[config.mk]
export PLATFORM = sky130hd
export DESIGN_NAME = alu8_sequencer_flat
export DESIGN_NICKNAME = d
export VERILOG_FILES = /design/src/rtl/alu8_pkg.sv /design/src/rtl/alu8_sequencer_if.sv /design/src/rtl/alu.sv /design/src/rtl/alu8_sequencer.sv /design/src/flat_wrapper.sv
export SDC_FILE = /design/constraint.sdc
export NUM_CORES = 1
export LEC_CHECK = 0
export ABC_AREA = 1
export CORE_MARGIN = 3
export CORE_UTILIZATION = 55
export CTS_BUF_LIST = sky130_fd_sc_hd__clkbuf_8
export CTS_CLUSTER_SIZE = 25
export DETAILED_ROUTE_END_ITERATION = 10
export PLACE_DENSITY = 0.87
export SLEW_MARGIN = 10
export SYNTH_ARGS = -nofsm -noshare
export SYNTH_HDL_FRONTEND = slang
export SYNTH_SLANG_ARGS = --single-unit
[constraint.sdc]
create_clock -name clk -period 3.3 [get_ports clk]
set_input_delay 0.66 -clock clk [delete_from_list [all_inputs] [get_ports clk]]
set_output_delay 0.66 -clock clk [all_outputs]
set_load 0.02 [all_outputs]
[src/rtl/alu8_pkg.sv]
// Shared definitions for the two-pass 8-bit ALU sequencer: op codes, flag
// positions, FSM states and the per-pass nibble-op mapping.
package alu8_pkg;

    localparam logic [3:0] OP_ADD = 4'd0;
    localparam logic [3:0] OP_ADC = 4'd1;
    localparam logic [3:0] OP_SUB = 4'd2;
    localparam logic [3:0] OP_SBC = 4'd3;
    localparam logic [3:0] OP_AND = 4'd4;
    localparam logic [3:0] OP_XOR = 4'd5;
    localparam logic [3:0] OP_OR  = 4'd6;
    localparam logic [3:0] OP_CP  = 4'd7;
    localparam logic [3:0] OP_CPL = 4'd8;

    localparam int FLAG_Z = 3;
    localparam int FLAG_N = 2;
    localparam int FLAG_H = 1;
    localparam int FLAG_C = 0;

    typedef enum logic [1:0] {
        ST_IDLE = 2'd0,
        ST_LOW  = 2'd1,
        ST_HIGH = 2'd2
    } state_e;

    typedef enum logic [2:0] {
        NIB_ADC = 3'd1,
        NIB_SUB = 3'd2,
        NIB_SBC = 3'd3,
        NIB_AND = 3'd4,
        NIB_XOR = 3'd5,
        NIB_OR  = 3'd6,
        NIB_CPL = 3'd7
    } nib_op_e;

    typedef struct packed {
        nib_op_e op;
        logic    cin;
    } nib_ctl_t;

    // The high pass chains the low-pass carry/borrow; the low pass takes 0 or C_in.
    function automatic nib_ctl_t nib_map(input logic [3:0] op, input logic high,
                                         input logic c_in, input logic low_cy);
        nib_ctl_t ctl;
        ctl.op  = NIB_AND;
        ctl.cin = 1'b0;
        case (op)
            OP_ADD:        begin ctl.op = NIB_ADC; ctl.cin = high ? low_cy : 1'b0; end
            OP_ADC:        begin ctl.op = NIB_ADC; ctl.cin = high ? low_cy : c_in; end
            OP_SUB, OP_CP: begin ctl.op = NIB_SBC; ctl.cin = high ? low_cy : 1'b0; end
            OP_SBC:        begin ctl.op = NIB_SBC; ctl.cin = high ? low_cy : c_in; end
            OP_AND:        ctl.op = NIB_AND;
            OP_XOR:        ctl.op = NIB_XOR;
            OP_OR:         ctl.op = NIB_OR;
            OP_CPL:        ctl.op = NIB_CPL;
            default:       ctl.op = NIB_AND;
        endcase
        return ctl;
    endfunction

endpackage

[src/rtl/alu8_sequencer_if.sv]
// Decode-side bus of the 8-bit ALU sequencer: operation request and result return.
interface alu8_sequencer_if;
    logic       start;
    logic [3:0] op;
    logic [7:0] a;
    logic [7:0] b;
    logic [3:0] flags_in;
    logic       busy;
    logic       done;
    logic [7:0] result;
    logic [3:0] flags_out;
    logic       write_result;

    modport master (
        output start, op, a, b, flags_in,
        input  busy, done, result, flags_out, write_result
    );

    modport slave (
        input  start, op, a, b, flags_in,
        output busy, done, result, flags_out, write_result
    );
endinterface

[src/rtl/alu.sv]
// Shared 4-bit nibble ALU; cout is carry for ADC and borrow for SUB/SBC.
module alu (
    input  logic [2:0] op,
    input  logic [3:0] x,
    input  logic [3:0] y,
    input  logic       cin,
    output logic [3:0] res,
    output logic       cout
);
    logic [4:0] sum;
    logic [4:0] diff;

    // Nibble arithmetic/logic selected by op; code 0 yields zero.
    always_comb begin
        sum  = {1'b0, x} + {1'b0, y} + {4'b0000, cin};
        diff = {1'b0, x} - {1'b0, y} - {4'b0000, cin};
        res  = 4'h0;
        cout = 1'b0;
        case (op)
            3'd1:    begin res = sum[3:0];  cout = sum[4];  end
            3'd2:    begin res = x - y;     cout = (x < y); end
            3'd3:    begin res = diff[3:0]; cout = diff[4]; end
            3'd4:    res = x & y;
            3'd5:    res = x ^ y;
            3'd6:    res = x | y;
            3'd7:    res = ~x;
            default: res = 4'h0;
        endcase
    end
endmodule

[src/rtl/alu8_sequencer.sv]
// 8-bit CPU ALU built from one nibble ALU used twice: low nibble, then high nibble.
module alu8_sequencer
    import alu8_pkg::*;
#(
    parameter bit HALF_CARRY_AND = 1'b1
) (
    input  logic              clk,
    input  logic              reset,
    alu8_sequencer_if.slave   bus
);
    state_e     state_r, state_s;
    logic [3:0] op_r;
    logic [7:0] a_r, b_r;
    logic [3:0] flags_r;
    logic [3:0] lo_res_r;
    logic       lo_cy_r, lo_zero_r;
    logic       busy_r, done_r, write_result_r;
    logic [7:0] result_r;
    logic [3:0] flags_out_r;

    nib_ctl_t   ctl_s;
    logic [3:0] alu_x_s, alu_y_s, alu_res_s;
    logic       alu_cout_s, z_s, write_s;
    logic [7:0] result_s;
    logic [3:0] flags_s;

    alu u_alu (
        .op   (ctl_s.op),
        .x    (alu_x_s),
        .y    (alu_y_s),
        .cin  (ctl_s.cin),
        .res  (alu_res_s),
        .cout (alu_cout_s)
    );

    // FSM state register.
    always_ff @(posedge clk) begin
        if (reset) state_r <= ST_IDLE;
        else       state_r <= state_s;
    end

    // FSM next-state logic.
    always_comb begin
        state_s = state_r;
        case (state_r)
            ST_IDLE: if (bus.start) state_s = ST_LOW; else state_s = ST_IDLE;
            ST_LOW:  state_s = ST_HIGH;
            ST_HIGH: state_s = ST_IDLE;
            default: state_s = ST_IDLE;
        endcase
    end

    // Nibble ALU operand mux and final 8-bit result/flag assembly for the high pass.
    always_comb begin
        ctl_s = nib_map(op_r, (state_r == ST_HIGH), flags_r[FLAG_C], lo_cy_r);
        if (state_r == ST_HIGH) begin
            alu_x_s = a_r[7:4];
            alu_y_s = b_r[7:4];
        end else begin
            alu_x_s = a_r[3:0];
            alu_y_s = b_r[3:0];
        end
        z_s      = lo_zero_r & (alu_res_s == 4'h0);
        result_s = {alu_res_s, lo_res_r};
        flags_s  = 4'h0;
        write_s  = 1'b1;
        case (op_r)
            OP_ADD, OP_ADC:        flags_s = {z_s, 1'b0, lo_cy_r, alu_cout_s};
            OP_SUB, OP_SBC:        flags_s = {z_s, 1'b1, lo_cy_r, alu_cout_s};
            OP_CP: begin
                flags_s = {z_s, 1'b1, lo_cy_r, alu_cout_s};
                write_s = 1'b0;
            end
            OP_AND:                flags_s = {z_s, 1'b0, HALF_CARRY_AND, 1'b0};
            OP_XOR, OP_OR:         flags_s = {z_s, 3'b000};
            OP_CPL:                flags_s = {flags_r[FLAG_Z], 1'b1, 1'b1, flags_r[FLAG_C]};
            default: begin
                result_s = a_r;
                flags_s  = flags_r;
                write_s  = 1'b0;
            end
        endcase
    end

    // Operand latch, low-pass intermediate and registered outputs.
    always_ff @(posedge clk) begin
        if (reset) begin
            op_r           <= 4'h0;
            a_r            <= 8'h00;
            b_r            <= 8'h00;
            flags_r        <= 4'h0;
            lo_res_r       <= 4'h0;
            lo_cy_r        <= 1'b0;
            lo_zero_r      <= 1'b0;
            busy_r         <= 1'b0;
            done_r         <= 1'b0;
            write_result_r <= 1'b0;
            result_r       <= 8'h00;
            flags_out_r    <= 4'h0;
        end else begin
            done_r <= 1'b0;
            case (state_r)
                ST_IDLE: begin
                    if (bus.start) begin
                        op_r    <= bus.op;
                        a_r     <= bus.a;
                        b_r     <= bus.b;
                        flags_r <= bus.flags_in;
                        busy_r  <= 1'b1;
                    end
                end
                ST_LOW: begin
                    lo_res_r  <= alu_res_s;
                    lo_cy_r   <= alu_cout_s;
                    lo_zero_r <= (alu_res_s == 4'h0);
                end
                ST_HIGH: begin
                    result_r       <= result_s;
                    flags_out_r    <= flags_s;
                    write_result_r <= write_s;
                    done_r         <= 1'b1;
                    busy_r         <= 1'b0;
                end
                default: busy_r <= 1'b0;
            endcase
        end
    end

    assign bus.busy         = busy_r;
    assign bus.done         = done_r;
    assign bus.result       = result_r;
    assign bus.flags_out    = flags_out_r;
    assign bus.write_result = write_result_r;
endmodule

[src/flat_wrapper.sv]
// flat-port wrapper written by rule: the top's interface ports become plain ports
module alu8_sequencer_flat import alu8_pkg::*;
#(
    parameter bit HALF_CARRY_AND = 1'b1
)
  (clk, reset, bus_start, bus_op, bus_a, bus_b, bus_flags_in, bus_busy, bus_done, bus_result, bus_flags_out, bus_write_result);
  alu8_sequencer_if bus_i ();
  input  logic clk;
  input  logic reset;
  input wire logic [$bits(bus_i.start)-1:0] bus_start;
  input wire logic [$bits(bus_i.op)-1:0] bus_op;
  input wire logic [$bits(bus_i.a)-1:0] bus_a;
  input wire logic [$bits(bus_i.b)-1:0] bus_b;
  input wire logic [$bits(bus_i.flags_in)-1:0] bus_flags_in;
  output wire logic [$bits(bus_i.busy)-1:0] bus_busy;
  output wire logic [$bits(bus_i.done)-1:0] bus_done;
  output wire logic [$bits(bus_i.result)-1:0] bus_result;
  output wire logic [$bits(bus_i.flags_out)-1:0] bus_flags_out;
  output wire logic [$bits(bus_i.write_result)-1:0] bus_write_result;
  assign bus_i.start = bus_start;
  assign bus_i.op = bus_op;
  assign bus_i.a = bus_a;
  assign bus_i.b = bus_b;
  assign bus_i.flags_in = bus_flags_in;
  assign bus_busy = bus_i.busy;
  assign bus_done = bus_i.done;
  assign bus_result = bus_i.result;
  assign bus_flags_out = bus_i.flags_out;
  assign bus_write_result = bus_i.write_result;
  alu8_sequencer #(.HALF_CARRY_AND(HALF_CARRY_AND)) u_core (.clk(clk), .reset(reset), .bus(bus_i));
endmodule
==> results of run 1 <==
-- cells by family (layout without fill, tap and decap cells) --
group           count (synthesis)  after routing
simple gates                  154            154
buf+inv                        58            100
xor+xnor                        2              2
fa+ha+maj                      18             18
flops                          47             47
compound gates                 86             86
-- cells in the mapped netlist (all sizes together) (2+ instances only) --
cell type and instances:
a21oi 27, a31oi 6, buf 4, clkbuf 9, dfxtp 47, fa 4
ha 14, inv 45, nand2 67, nand3 18, nand3b 5, nor2 58
o211ai 5, o21ai 43, o22ai 2, or2 5, xor2 2
-- final cells by class --
cell class	instances	share of cell area, %
multi-input cells	260	44.78
clock buffers	6	2.641
clock inverters	2	0.4402
inverters	45	5.402
flip-flops and latches	47	30.09
well taps	52	2.081
repair buffers	47	14.57
-- report_power, final --
| part | leakage (nW) | switching [mW] | internal, mW |
|---|---|---|---|
| registers | 0.387 | 0.0299 | 0.608 |
| clock network | 0.0516 | 0.210 | 0.172 |
| logic | 1.03 | 0.235 | 0.155 |
-- routing by layer --
metal / global-route usage (%) / wire [um] / share of wire [%]
met1: 32.27 / 2785 / 42
met2: 43.60 / 3145 / 48
met3: 4.595 / 489 / 7.5
met4: 8.498 / 134 / 2.0
met5: 0 / 0 / 0
-- sequential cells by signal, summed over array words and instances, names as in the netlist --
register                 count
u_core.state_r               2
u_core.bus.write_result      1
u_core.lo_zero_r             1
u_core.lo_res_r              4
u_core.lo_cy_r               1
u_core.bus.busy              1
u_core.bus.done              1
u_core.b_r                   8
u_core.bus.flags_out         4
u_core.a_r                   8
u_core.bus.result            8
u_core.flags_r               4
u_core.op_r                  4
-- final timing paths --
kind / startpoint / endpoint / slack, ps / depth (start not counted)
max: u_core.state_r[1] / u_core.bus.flags_out[3] / 260 / 14
min: u_core.bus.result[7] / u_core.bus.result[7] / 470 / 2
max reg2reg: u_core.state_r[1] / u_core.bus.flags_out[3] / 260 / 14
min reg2reg: u_core.bus.result[7] / u_core.bus.result[7] / 470 / 2
-- metrics by stage --
| step | power (mW) | utilization [%] | hold WS [ps] | instances |
|---|---|---|---|---|
| after global placement | 1.025 | 68.19 | 452.7 | 451 |
| after CTS | 1.406 | 70.35 | 470.6 | 459 |
| after detailed placement | 1.032 | 68.19 | 456.4 | 451 |
| after global routing | 1.488 | 70.35 | 493.4 | 459 |
| final | 1.409 | 70.35 | 470.2 | 459 |
| after floorplan | 0.9068 | - | 439.6 | 365 |
-- placed cells by master (no fill, tap or decap), drive strengths merged, types with 6 or more instances in the layout --
master	count
clkbuf	6
a21oi	27
clkdlybuf4s50	41
nor2	58
buf	6
nand2	67
nand3	18
o21ai	43
a31oi	6
inv	46
dfxtp	47
ha	14
-- tightest hold or removal path, stage by stage, from the launching register on --
cell and delay (ps):
sky130_fd_sc_hd__dfxtp_1 320, sky130_fd_sc_hd__nand2_1 60, sky130_fd_sc_hd__a21oi_1 50
==> results.rst, run 1 <==
.. list-table::
   :header-rows: 1

   * - Metric
     - Value
   * - Clock Skews
     - 6.660 ps
   * - Max-capacitance violation count
     - 0
   * - Fin crit share
     - 92.22%
   * - Antenna viol nets, final
     - 0
   * - Kind of critical path
     - register to register
   * - Final hold viol count
     - 0
   * - Power per Cell Area
     - 450.7 mW/mm^2
   * - Family with the most delay on the worst path
     - simple AND/OR/NAND/NOR gates
   * - DIE AREA
     - 0.005521 mm^2
   * - DIE WIDTH
     - 74.31 um
   * - Post-DP Area
     - 0.003030 mm^2
   * - Fin. max-slew vios
     - 0
   * - Worst stage delay on the critical path
     - 480 ps
   * - Number of buffer and inverter stages on the critical path
     - 2
   * - Number of setup buffers added after CTS
     - 0
   * - Number of antenna violations at the first check in global routing
     - 0
   * - Slew of the pin with the lowest slew margin
     - 643.2 ps
   * - Leakage dissipation
     - 1.467 nW
   * - Post-Syn Instances
     - 365
   * - Area of all placed cells without fillers
     - 0.003127 mm^2
   * - Via total after detailed routing
     - 2521
   * - Placer's final routability congestion estimate
     - 0.9371
   * - Site row count
     - 24
   * - Overflow left after global routing
     - 0
   * - Number of optimization iterations in the first detailed-route pass
     - 5
   * - Routed vias/inst
     - 5.492
   * - Worst relative slew slack
     - 56.96%
   * - Synthesized Nets
     - 410
   * - Worst slack, placed
     - 274.3 ps
   * - Overall global routing resource usage
     - 25.40%
   * - Count of yosys warnings during synthesis
     - 0
   * - TNS Setup
     - 0 ps
   * - Flip-flop cell with the highest count after synthesis
     - sky130_fd_sc_hd__dfxtp_1
   * - Path category of the worst min-delay check
     - register to register
   * - Synthesized-area fraction occupied by ao, oa, aoi and oai cells
     - 18.14%
   * - Number of filler cells placed in the layout
     - 381
   * - # setup viols final
     - 0
   * - Synth Register Bits
     - 47
   * - Mean area per synthesized cell
     - 7.031 um^2
   * - Unrepaired setup endpoints after global routing
     - no
   * - Synthesized-area fraction occupied by adder cells
     - 9.946%
   * - Hold bufs inserted after CTS
     - 0
   * - Number of diodes
     - 0
   * - Die outline height
     - 74.31 um
   * - Layout cells sized above 1
     - 9.091%
   * - Number of global-route vias before repair
     - 2311
   * - Synth top area share
     - 36.67%
   * - Total detailed-routing wirelength
     - 6.555 mm
   * - Bufs on Longest Clock Path
     - 2
   * - Area of the core
     - 0.004444 mm^2
   * - Arrival time reported for the critical path endpoint
     - 3280 ps
   * - Worst-path maximum fanout
     - 6
   * - Largest cells by area after synthesis
     - sky130_fd_sc_hd__dfxtp_1 37%, sky130_fd_sc_hd__nand2_1 9.5%, sky130_fd_sc_hd__o21ai_0 8.2%
   * - Area used by sequential logic in the layout
     - 940.9 um^2
   * - Worst-skew pair later-pin latency
     - 300 ps
   * - Main combinational cell family by area after synthesis
     - simple AND/OR/NAND/NOR gates
   * - Maximum vdd ir drop
     - 326.1 uV
   * - 1st-iter DRT viols
     - 236
   * - Largest net degree at the start of global routing
     - 36
   * - Footprint of the multi-input gates
     - 0.001400 mm^2
   * - Wire length of the first global-routing pass
     - 10.70 mm
   * - Clock period minus final worst setup slack
     - 3043 ps
   * - Share of synthesized cell area in and, or, nand and nor gates
     - 25.79%
   * - Slowest library cell on the worst path
     - sky130_fd_sc_hd__fa_1
   * - Critical Path Sink Type
     - register
   * - Highest clock frequency the design can meet
     - 0.3286 GHz
   * - TritonCTS clock tree
     - done
   * - Layout overhead on the synthesized area
     - 21.84%
   * - # clock sinks
     - 47
   * - DP HPWL
     - 4.904 mm
   * - Root Buffer
     - sky130_fd_sc_hd__clkbuf_8
   * - Required time of the critical path
     - 3540 ps
   * - Parity-gate share of the synthesized area counting xor and xnor cells
     - 0.6826%
   * - Clock transition at the registers of the reported paths
     - 100 ps
   * - Clock buffers created by TritonCTS
     - 5
   * - Port-buffer cells
     - 41
   * - Sequential cell area fraction in the yosys report
     - 36.67%
   * - Initial Utilization
     - 57.74%
   * - Status
     - finished clean
   * - Synth async-reset ratio
     - 0%
   * - Number of distinct library cell variants in the gate-level netlist after synthesis
     - 28
   * - Syn Std Cell Area
     - 0.002566 mm^2
   * - Multiplexer share of the synthesized area
     - 0%
   * - Category of the worst setup path launch point
     - register
   * - Nets
     - 451
   * - Min setup slack post-route
     - 256.9 ps
   * - Cell-by-cell trace of the critical path
     - inv_2, nor2_2, or2_2, o21ai_0, inv_1, fa_1, fa_1, or2_2, nand3_1, o21a_1, nand2_1, nor2_2, nand3_1, a21oi_1
   * - Routed length per placed instance
     - 14.28 um
   * - Post-cts sizing count
     - 0
   * - Number of synthesized flops with an enable pin
     - 0
   * - Number of DRC violations after detailed routing
     - 0
   * - Cell type with the highest aggregate area in the netlist
     - sky130_fd_sc_hd__dfxtp_1
   * - CTS H-tree lvls
     - 2
   * - Top-level port count
     - 42
(Power assumes the default switching activity.)
==> run 2: changes to the inputs <==
--- a/config.mk
+++ b/config.mk
@@ -11,6 +11,7 @@
 export CTS_BUF_LIST = sky130_fd_sc_hd__clkbuf_8
 export CTS_CLUSTER_SIZE = 25
 export DETAILED_ROUTE_END_ITERATION = 10
+export GPL_ROUTABILITY_DRIVEN = 0
 export PLACE_DENSITY = 0.87
 export SLEW_MARGIN = 10
 export SYNTH_ARGS = -nofsm -noshare
==> constraint.sdc (replaced) <==
create_clock -name clk -period 3.3 [get_ports clk]
set_input_delay 0.33 -clock clk [delete_from_list [all_inputs] [get_ports clk]]
set_output_delay 0.33 -clock clk [all_outputs]
set_load 0.02 [all_outputs]
==> results.rst, run 2 (same netlist as run 1, synthesis figures left out) <==
.. list-table::
   :header-rows: 1

   * - Metric
     - Value
   * - Fin crit share
     - 90.48% (was 92.22%)
   * - Clock buffers created by TritonCTS
     - 5 (unchanged)
   * - Status
     - finished clean (unchanged)
   * - Slew of the pin with the lowest slew margin
     - 921.9 ps (was 643.2 ps)
   * - Area of the core
     - 0.004444 mm^2 (unchanged)
   * - Initial Utilization
     - 57.74% (unchanged)
   * - Die outline height
     - 74.31 um (unchanged)
   * - Total detailed-routing wirelength
     - 6.491 mm (was 6.555 mm)
   * - Root Buffer
     - sky130_fd_sc_hd__clkbuf_8 (unchanged)
   * - Worst relative slew slack
     - 38.47% (was 56.96%)
   * - Number of filler cells placed in the layout
     - 372 (was 381)
   * - Unrepaired setup endpoints after global routing
     - no (unchanged)
   * - Slowest library cell on the worst path
     - sky130_fd_sc_hd__fa_1 (unchanged)
   * - Leakage dissipation
     - 1.454 nW (was 1.467 nW)
   * - Hold bufs inserted after CTS
     - 0 (unchanged)
   * - Max-capacitance violation count
     - 0 (unchanged)
   * - Overall global routing resource usage
     - 25.23% (was 25.40%)
   * - Number of global-route vias before repair
     - 2355 (was 2311)
   * - Overflow left after global routing
     - 0 (unchanged)
   * - Routed length per placed instance
     - 14.23 um (was 14.28 um)
   * - Clock transition at the registers of the reported paths
     - 90 ps (was 100 ps)
   * - Worst-path maximum fanout
     - 6 (unchanged)
   * - Site row count
     - 24 (unchanged)
   * - Worst stage delay on the critical path
     - 480 ps (about the same)
   * - Power per Cell Area
     - 446.7 mW/mm^2 (was 450.7 mW/mm^2)
   * - Bufs on Longest Clock Path
     - 2 (unchanged)
   * - CTS H-tree lvls
     - 2 (unchanged)
   * - Highest clock frequency the design can meet
     - 0.3349 GHz (was 0.3286 GHz)
   * - Clock period minus final worst setup slack
     - 2986 ps (was 3043 ps)
   * - Post-cts sizing count
     - 0 (unchanged)
   * - Top-level port count
     - 42 (unchanged)
   * - # clock sinks
     - 47 (unchanged)
   * - Path category of the worst min-delay check
     - register to register (unchanged)
   * - Required time of the critical path
     - 3540 ps (about the same)
   * - # setup viols final
     - 0 (unchanged)
   * - Clock Skews
     - 6.147 ps (was 6.660 ps)
   * - Layout cells sized above 1
     - 8.416% (was 9.091%)
   * - Kind of critical path
     - register to register (unchanged)
   * - Number of antenna violations at the first check in global routing
     - 0 (unchanged)
   * - Worst-skew pair later-pin latency
     - 300 ps (about the same)
   * - Arrival time reported for the critical path endpoint
     - 3220 ps (was 3280 ps)
   * - Wire length of the first global-routing pass
     - 10.80 mm (was 10.70 mm)
   * - TritonCTS clock tree
     - done (unchanged)
   * - Number of optimization iterations in the first detailed-route pass
     - 4 (was 5)
   * - Cell-by-cell trace of the critical path
     - inv_2, nor2_2, or2_2, o21ai_0, inv_1, fa_1, fa_1, or2_2, nand3_1, o21a_1, nand2_1, nor2_2, nand3_1, a21oi_1 (unchanged)
   * - Layout overhead on the synthesized area
     - 21.06% (was 21.84%)
   * - Final hold viol count
     - 0 (unchanged)
   * - Via total after detailed routing
     - 2498 (was 2521)
   * - Largest net degree at the start of global routing
     - 37 (was 36)
   * - Commonest non-fill, non-tap cell in the layout
     - sky130_fd_sc_hd__nand2_1 (unchanged)
   * - 1st-iter DRT viols
     - 196 (was 236)
   * - Number of DRC violations after detailed routing
     - 0 (unchanged)
   * - Routed vias/inst
     - 5.478 (was 5.492)
   * - Final instance count without filler cells
     - 456 (was 459)
   * - DP HPWL
     - 4.765 mm (was 4.904 mm)
   * - DIE WIDTH
     - 74.31 um (unchanged)
   * - Antenna viol nets, final
     - 0 (unchanged)
   * - Number of diodes
     - 0 (unchanged)
   * - DIE AREA
     - 0.005521 mm^2 (unchanged)
   * - Fin. max-slew vios
     - 0 (unchanged)
   * - Placed cell count
     - 449 (was 451)
   * - TNS Setup
     - 0 ps (unchanged)
   * - Number of setup buffers added after CTS
     - 0 (unchanged)
   * - Maximum vdd ir drop
     - 347.7 uV (was 326.1 uV)
   * - Category of the worst setup path launch point
     - register (unchanged)
   * - Critical Path Sink Type
     - register (unchanged)
   * - Nets
     - 449 (was 451)
   * - Port-buffer cells
     - 41 (unchanged)
   * - Most frequent cells in the layout
     - 65 x sky130_fd_sc_hd__nand2_1, 51 x sky130_fd_sc_hd__nor2_1, 47 x sky130_fd_sc_hd__dfxtp_1 (unchanged)
## run 2: cell types whose count changed in the layout (fill, tap and decap cells not counted), sizes merged
cell / previous run / this run
clkinv: 1 / 0
buf: 6 / 4
## run 2: layer usage
metal	global-route usage, %	vias up	share of wire, %
li1	-	1248	-
met2	42.22	105	47
met3	4.865	13	8.6
met4	7.312	0	1.8
met1	33.25	1132	43
met5	0	-	0
## run 2: worst paths after layout
check	start	end	slack, ps	cells past startpoint
setup / recovery	u_core.state_r[1]	u_core.bus.flags_out[3]	310	14
hold / removal	u_core.bus.result[7]	u_core.bus.result[7]	470	2
setup reg to reg	u_core.state_r[1]	u_core.bus.flags_out[3]	310	14
hold reg to reg	u_core.bus.result[7]	u_core.bus.result[7]	470	2
## run 2: layout make-up
type / instances / area [um^2] / area share [%]
Multi-Input combinational cell: 260 / 1400 / 45.07
Sequential cell: 47 / 940.9 / 30.29
Timing Repair Buffer: 45 / 440.4 / 14.18
Inverter: 45 / 168.9 / 5.437
Clock buffer: 6 / 82.58 / 2.658
Tap cell: 52 / 65.06 / 2.094
Clock inverter: 1 / 8.758 / 0.2819
## run 2: stage by stage
step | utilization [%] | setup WS, ps | hold slack [ps] | area [um^2] | total power, mW
floorplan | - | 477.3 | 439.6 | 2566 | 0.9068
global placement | 67.85 | 430.8 | 454.3 | 3015 | 1.019
detailed placement | 67.85 | 339.9 | 458.7 | 3015 | 1.029
CTS | 69.90 | 316.3 | 471.7 | 3107 | 1.387
global route | 69.90 | 32.82 | 495.8 | 3107 | 1.467
finish | 69.90 | 314.0 | 466.1 | 3107 | 1.388
## run 2: critical path: cells and delay by family, from the launching register on
kind	cells	cell delay, ps
simple gates	7	980
fa+ha+maj	2	870
compound gates	3	440
flops	1	380
buf+inv	2	250
## run 2: power by group
part | internal, mW | switching [mW]
Clock | 0.169 | 0.195
Combinational | 0.153 | 0.234
Sequential | 0.608 | 0.0296
==> patch (settings of run 1) <==
`HALF_CARRY_AND` is set to 1'b1 in 2 places; all go to 1'b0.
--- a/src/rtl/alu8_sequencer.sv
+++ b/src/rtl/alu8_sequencer.sv
@@ -4,3 +4,3 @@
 #(
-    parameter bit HALF_CARRY_AND = 1'b1
+    parameter bit HALF_CARRY_AND = 1'b0
 ) (
--- a/src/flat_wrapper.sv
+++ b/src/flat_wrapper.sv
@@ -3,3 +3,3 @@
 #(
-    parameter bit HALF_CARRY_AND = 1'b1
+    parameter bit HALF_CARRY_AND = 1'b0
 )
Behaviour: not the same (Yosys sat finds a counterexample within 4 cycles, from zero or initial values and one cycle with reset high).
==> patch against run 1 <==
Fmax shrank 1.2%. Synthesized area shrank 0.88%. Sequential cell count stayed put. Largest power group unchanged. Power increased by 3.5%. Setup slack got worse by 0.036 ns. Clock power grew 14%. Utilization is 0.22 points higher. Worst hold slack improved by 0.0088 ns. Final area fell by 0.36%. Global-route usage down 0.32 points. Non-clock buffer count decreased by 1. Clock skew rose by 0.0048 ns. First-iteration DRC count increased by 1.7%. Wire length grew 0.12%.
==> patch: results (changes against run 1) <==
Adder-Cell Fraction of Synth Area 10.0% (was 9.95%); CP startpoint u_core.state_r[0]$_SDFF_PP0_ (was u_core.state_r[1]$_SDFF_PP0_); first-pass GRT wire length 10500 um (was 10700 um); Setup Buffers After CTS 0 (unchanged); maximum vdd ir drop 0.358 mV (was 0.326 mV); Clock Tree Root clkbuf_8 (unchanged); largest net degree at the start of global routing 35 (was 36); Detailed Place HPWL 4880 um (was 4900 um); Slew HR 37.0% (was 57.0%); Antenna Cells 0 (unchanged); status complete, no violations (unchanged); mux cell area share after synthesis 0% (unchanged); critical path fanouts, max 10 (was 6); initial antenna violation count 0 (unchanged); DR pass1 iterations 4 (was 5); top cells by area, synth dfxtp_1, o21ai_0, nand2_1 (was dfxtp_1, nand2_1, o21ai_0); DP Area 2990 sq um (was 3030 sq um); FF-to-FF Start u_core.state_r[0]$_SDFF_PP0_ (was u_core.state_r[1]$_SDFF_PP0_); xor and xnor area share after synthesis 1.03% (was 0.683%); Synth Area in Compound Gates 18.4% (was 18.1%); nets@finish 441 (was 451); Num CTS Buffers 5 (unchanged); DR WL/cell 14.6 um (was 14.3 um); cells after synthesis 359 (was 365); layout cells sized above 1 8.82% (was 9.09%); Worst Setup EP u_core.bus.flags_out[3]$_SDFFE_PP0P_ (unchanged); Worst-Skew Late Latency 0.32 ns (was 0.30 ns); drt initial violations 240 (was 236); # fillers 399 (was 381); Reg2Reg Depth 17 (was 14); largest family of logic cells by synthesized area simple AND/OR/NAND/NOR gates (unchanged); PostCTS Resize Cnt 0 (unchanged); GRT Util Overall 25.1% (was 25.4%); syn_nets 404 (was 410); register area share after synthesis 37.0% (was 36.7%); total number of vias 2497 (was 2521); pre-CTS WS 0.189 ns (was 0.274 ns); fin crit share 93.3% (was 92.2%); switching fraction of total power 32.4% (was 33.7%); hold slack 0.479 ns (was 0.470 ns); Pleak 1.41 nW (was 1.47 nW); number of global-route vias before repair 2263 (was 2311); r2r setup slk 0.22 ns (was 0.26 ns); Final Skew 0.0115 ns (was 0.00666 ns); Routed WL 6560 um (about the same); RePlAce Congestion 0.927 (was 0.937); IO buf count 41 (unchanged); Crit path arrival time 3.33 ns (was 3.28 ns); most common library cells after synthesis nand2_1, nor2_1, o21ai_0 (was nand2_1, nor2_1, dfxtp_1); Seq pwr share 43.8% (was 45.2%); YS warnings 0 (unchanged); ys flop type dfxtp_1 (unchanged); Synth cell types 30 (was 28); FFs w/ async S/R, synth 0% (unchanged)
==> patch: changes by cell type after synthesis, moves of 3 or more <==
cell / delta
nor2_2: -3
nor2_1: +3
clkbuf_1: +5
nand4_1: +4
nand2_1: -6
inv_2: -3
a21oi_1: -7
o21ai_0: +6
inv_1: -3
==> patch: power groups by stage <==
stage | Combinational (mW) | Sequential [mW] | Clock, mW
after floorplan | 0.251 | 0.649 | 0
after global placement | 0.368 | 0.649 | 0
after detailed placement | 0.376 | 0.650 | 0
after CTS | 0.380 | 0.638 | 0.432
after global routing | 0.433 | 0.644 | 0.457
final | 0.386 | 0.639 | 0.434
==> patch: critical path, stage by stage (launching register included) <==
cell     delay, ns
dfxtp_1       0.35
inv_1         0.14
nand2_2       0.11
buf_4         0.19
o21ai_0       0.30
a21oi_2       0.08
fa_1          0.46
fa_1          0.42
xnor2_1       0.14
nand2_1       0.05
o21ai_0       0.09
nor2_1        0.11
nand2_1       0.10
nor2_2        0.15
nand3_1       0.08
nand2_1       0.07
nand2_1       0.06
a21oi_2       0.10
==> patch: cell families after synthesis <==
| group | after synthesis |
|---|---|
| flops | 47 |
| buf+inv | 56 |
| simple gates | 149 |
| fa+ha+maj | 18 |
| compound gates | 86 |
| xor+xnor | 3 |
==> patch: layout make-up <==
type / count / area [sq um] / share of cell area, %
flip-flops and latches: 47 / 942 / 30.2
clock buffers: 5 / 68.8 / 2.21
well taps: 52 / 65.1 / 2.09
multi-input cells: 256 / 1400 / 44.8
clock inverters: 3 / 46.3 / 1.49
repair buffers: 46 / 448 / 14.4
inverters: 40 / 150 / 4.82
==> patch: metal layers <==
layer	up-vias	wire, um	track usage, %
met5	-	0	0
met4	0	161	9.46
met3	18	407	4.32
met2	87	3070	39.8
met1	1151	2920	34.3
li1	1241	-	-
